`src/rtl/bcd_sequencer.sv`:
```
// Sequential binary-to-BCD converter (shift-and-add-3) with a start/done handshake.
// It produces DIGITS BCD nibbles from a W-bit unsigned value and flags any high digits that were lost.
module bcd_sequencer #(
  parameter int W      = 5,
  parameter int DIGITS = 2
) (
  input  logic                  clock_i,
  input  logic                  reset_i,
  input  logic                  start_i,
  input  logic [W-1:0]          bin_i,
  output logic                  busy_o,
  output logic                  done_o,
  output logic [4*DIGITS-1:0]   digits_o,
  output logic                  overflow_o
);

  localparam int BW = 4 * DIGITS;
  localparam int SW = BW + W;
  localparam int CW = $clog2(W + 1);

  localparam logic [1:0] S_IDLE  = 2'd0;
  localparam logic [1:0] S_SHIFT = 2'd1;
  localparam logic [1:0] S_DONE  = 2'd2;

  logic [1:0]    state_q,  state_d;
  logic [SW-1:0] shreg_q,  shreg_d;
  logic          lost_q,   lost_d;
  logic [CW-1:0] cnt_q,    cnt_d;
  logic          done_q,   done_d;
  logic [BW-1:0] digits_q, digits_d;
  logic          ovf_q,    ovf_d;

  logic [BW-1:0] bcd_adj;
  logic [SW-1:0] shifted;

  // Every nibble is corrected from its pre-shift value, all in parallel.
  always_comb begin
    bcd_adj = '0;
    for (int i = 0; i < DIGITS; i++) begin
      if (shreg_q[W+4*i +: 4] >= 4'd5) bcd_adj[4*i +: 4] = shreg_q[W+4*i +: 4] + 4'd3;
      else                             bcd_adj[4*i +: 4] = shreg_q[W+4*i +: 4];
    end
    shifted = {bcd_adj[BW-2:0], shreg_q[W-1:0], 1'b0};
  end

  always_comb begin
    // NOTE: every next-state signal gets a hold default first, so no path can infer a latch.
    state_d  = state_q;
    shreg_d  = shreg_q;
    lost_d   = lost_q;
    cnt_d    = cnt_q;
    done_d   = 1'b0;
    digits_d = digits_q;
    ovf_d    = ovf_q;
    case (state_q)
      S_IDLE: begin
        if (start_i) begin
          shreg_d = {{BW{1'b0}}, bin_i};
          lost_d  = 1'b0;
          cnt_d   = CW'(W);
          state_d = S_SHIFT;
        end
      end
      S_SHIFT: begin
        shreg_d = shifted;
        lost_d  = lost_q | bcd_adj[BW-1];
        cnt_d   = cnt_q - CW'(1);
        if (cnt_q == CW'(1)) state_d = S_DONE;
      end
      S_DONE: begin
        digits_d = shreg_q[SW-1:W];
        ovf_d    = lost_q;
        done_d   = 1'b1;
        state_d  = S_IDLE;
      end
      default: state_d = S_IDLE;
    endcase
  end

  // NOTE: sequential state uses non-blocking assignments; reset is synchronous and overrides everything.
  always_ff @(posedge clock_i) begin
    if (reset_i) begin
      state_q  <= S_IDLE;
      shreg_q  <= '0;
      lost_q   <= 1'b0;
      cnt_q    <= '0;
      done_q   <= 1'b0;
      digits_q <= '0;
      ovf_q    <= 1'b0;
    end else begin
      state_q  <= state_d;
      shreg_q  <= shreg_d;
      lost_q   <= lost_d;
      cnt_q    <= cnt_d;
      done_q   <= done_d;
      digits_q <= digits_d;
      ovf_q    <= ovf_d;
    end
  end

  // Done is raised only on entry to IDLE, so it never overlaps Busy.
  assign busy_o     = (state_q != S_IDLE);
  assign done_o     = done_q;
  assign digits_o   = digits_q;
  assign overflow_o = ovf_q;

endmodule

```
`config.mk`:
```
export PLATFORM = sky130hd
export DESIGN_NAME = bcd_sequencer
export DESIGN_NICKNAME = d
export VERILOG_FILES = /design/src/rtl/bcd_sequencer.sv
export SDC_FILE = /design/constraint.sdc
export NUM_CORES = 1
export LEC_CHECK = 0
export ABC_CLOCK_PERIOD_IN_PS = 2500
export CORE_UTILIZATION = 40
export DETAILED_ROUTE_END_ITERATION = 8
export GPL_ROUTABILITY_DRIVEN = 0
export SETUP_SLACK_MARGIN = 0.05
export SLEW_MARGIN = 20
export SYNTH_ARGS = -nofsm -noshare
export SYNTH_HDL_FRONTEND = slang
export SYNTH_SLANG_ARGS = --single-unit
```
`constraint.sdc`:
```
create_clock -name clock_i -period 2.5 [get_ports clock_i]
set_input_delay 0.5 -clock clock_i [delete_from_list [all_inputs] [get_ports clock_i]]
set_output_delay 0.5 -clock clock_i [all_outputs]
set_load 0.01 [all_outputs]
```
==> reports/metrics.cfg <==
[status]
status=finished, final reports clean

[synth]
ys_seq_area_frac=0.4128
async_flop_share=0
ys.warnings.count=0
syn_inst=161
ys_types=36
synth_area_leaders=dfxtp_1 41%, a21oi_1 6.4%, nand2_1 6.1%
syn_area_per_cell_um2=8.735
ys_seq_elements=29
synth_top_cell_by_area=dfxtp_1
synth_top_area_share=0.4128
synthFlopType=dfxtp_1
synth_nets=175
syn-cell-area_mm2=0.001406
synth_commonest_cells=29 x dfxtp_1, 23 x nand2_1, 19 x nor2_1
synth_edf_count=0
yosysMostFrequentCell=dfxtp_1

[setup_path]
cp.arrival_ns=1.36
crit_path_start=state_q[0]
worstSetupStartpointType=flop
critPathCaptureType=primary output
required_ns=2.00
critPathMaxFanout=2
reg2regPathDepth=6
critPathKind=reg2out
reg2reg_from=shreg_q[10]
ff2ff_setup_slack_ns=1.06
r2r_end=shreg_q[11]
endpoint=busy_o

[detailed_routing]
drc=0
wire_per_inst_um=12.19
first_pass_iters=4
ant_nets=0
vias=1124
viasPerCell=4.930
drt_iter0_drc=53
wirelength_um=2779

[floorplan]
fp-row-count=21
initial_core_util=0.4182
chipHeight_um=61.30
fp.coreArea_mm2=0.003363
io_pins=19
die_w_um=61.30
die_area_mm2=0.003757

[clock_tree]
clock_sinks=29
htreeDepth=2
post_cts.repair.setup_buffers=0
path_clk_slew_ns=0.10
cts_resized=0
ctsHoldBuffers=0
clk_latency_ns=0.32
root_buffer=clkbuf_4
cts_tree=yes
clock_path_buffers=2
cts_buffers=5

[cells_and_area]
stdcell_count=228
stdcell_area_mm2=0.001657
drive_above_1_share=0.1264
n_fill_cell=337
fin_nets=195
antennaDiodeCount=0
areaGrowthSynthToFinish_pct=17.79

[grt]
grtUsageTotal=0.1699
grt_pass1_wl_um=4512
antenna_found_initial=0
grt_pass1_vias=1019
grt_max_degree=18
globalRoute.totalOverflow=0

[power]
p_per_area_mw_per_mm2=534.4
leakage_nw=0.6309
power_mw=0.8853
ir_drop_mv=0.2117

[timing]
tightest_slew_ns=0.5769
finClkSkew_ns=0.006393
slew_viol_final=0
max_freq_mhz=538.1
max_slew_margin=0.6146
setup_tns_ns=0
holdWs_ns=0.4544
timing.final.hold_violations=0
rsz0062_at_grt=no
finalSetupViolCount=0
period_minus_slack_ns=1.858
finalCritPeriodShare=0.7434

[flow_run]
maxCapViolCount=0

[hold_path]
worstHoldPathType=reg2reg

[place]
dp.cells=220
place_area_mm2=0.001602
port_buffers=18
hpwl_um=1971

==> flip-flops by register name (all words and copies together) (netlist names) <==
| register | cells |
|---|---|
| cnt_q | 3 |
| done_o | 1 |
| state_q | 2 |
| digits_o | 8 |
| overflow_o | 1 |
| shreg_q | 13 |
| lost_q | 1 |
==> critical path, cell delays in order, from the launching register on <==
cell and delay, ns:
dfxtp_1 0.32, or2_1 0.24, clkdlybuf4s50_1 0.48
==> power by group <==
group	internal (mW)	total, mW	switching (mW)
Combinational	0.0535	0.119	0.0656
Clock	0.106	0.277	0.171
Sequential	0.478	0.490	0.0110
==> cells by family after synthesis <==
| logic type | synth area share |
|---|---|
| XOR/XNOR | 0.02492 |
| multiplexers | 0.01424 |
| buffers and inverters | 0.08095 |
| AO/OA/AOI/OAI | 0.2215 |
| flip-flops | 0.4128 |
| AND/OR/NAND/NOR | 0.1922 |
| adder cells (fa/ha/maj) | 0.05338 |
==> how the worst min path moves through the flow <==
stage / from / to / cells after the start
final: lost_q / overflow_o / 2
after global routing: lost_q / overflow_o / 2
after CTS: lost_q / overflow_o / 2
after detailed placement: lost_q / overflow_o / 2
after global placement: lost_q / overflow_o / 2
after floorplan: lost_q / overflow_o / 2
==> metal layers <==
metal  track usage  vias up  wire length (um)
li1              -      586                 -
met1        0.2222      516              1384
met2        0.2531       15              1264
met3       0.04832        7                70
met4       0.09091        0                59
met5             0        -                 0
==> final cells by class <==
cell class / count / area [um^2] / area share
clock inverter: 3 / 17.52 / 0.01057
timing repair buffer: 22 / 210.2 / 0.1269
inverter: 11 / 41.29 / 0.02492
multi-input combinational: 112 / 711.9 / 0.4298
sequential: 29 / 580.6 / 0.3505
clock buffer: 5 / 37.54 / 0.02266
tap: 46 / 57.56 / 0.03474
==> placed cells by master, fill, tap and decap left out, types with 3 or more instances in the layout <==
cell type and count:
clkbuf_4 5, o21ai_0 5, buf_4 4, dfxtp_1 29, nor2b_1 4, a22o_1 5, a21oi_1 18, inv_1 10
nand2b_1 3, nor2_1 19, nand2_1 23, clkdlybuf4s50_1 18, ha_1 6
==> metrics by stage <==
stage | util | setup WS [ns]
after global routing | 0.4926 | 0.5824
after floorplan | - | 1.207
after CTS | 0.4926 | 0.6206
final | 0.4926 | 0.6416
after global placement | 0.4762 | 0.6034
after detailed placement | 0.4762 | 0.5729
No activity file was read; power rests on OpenSTA's default activity.
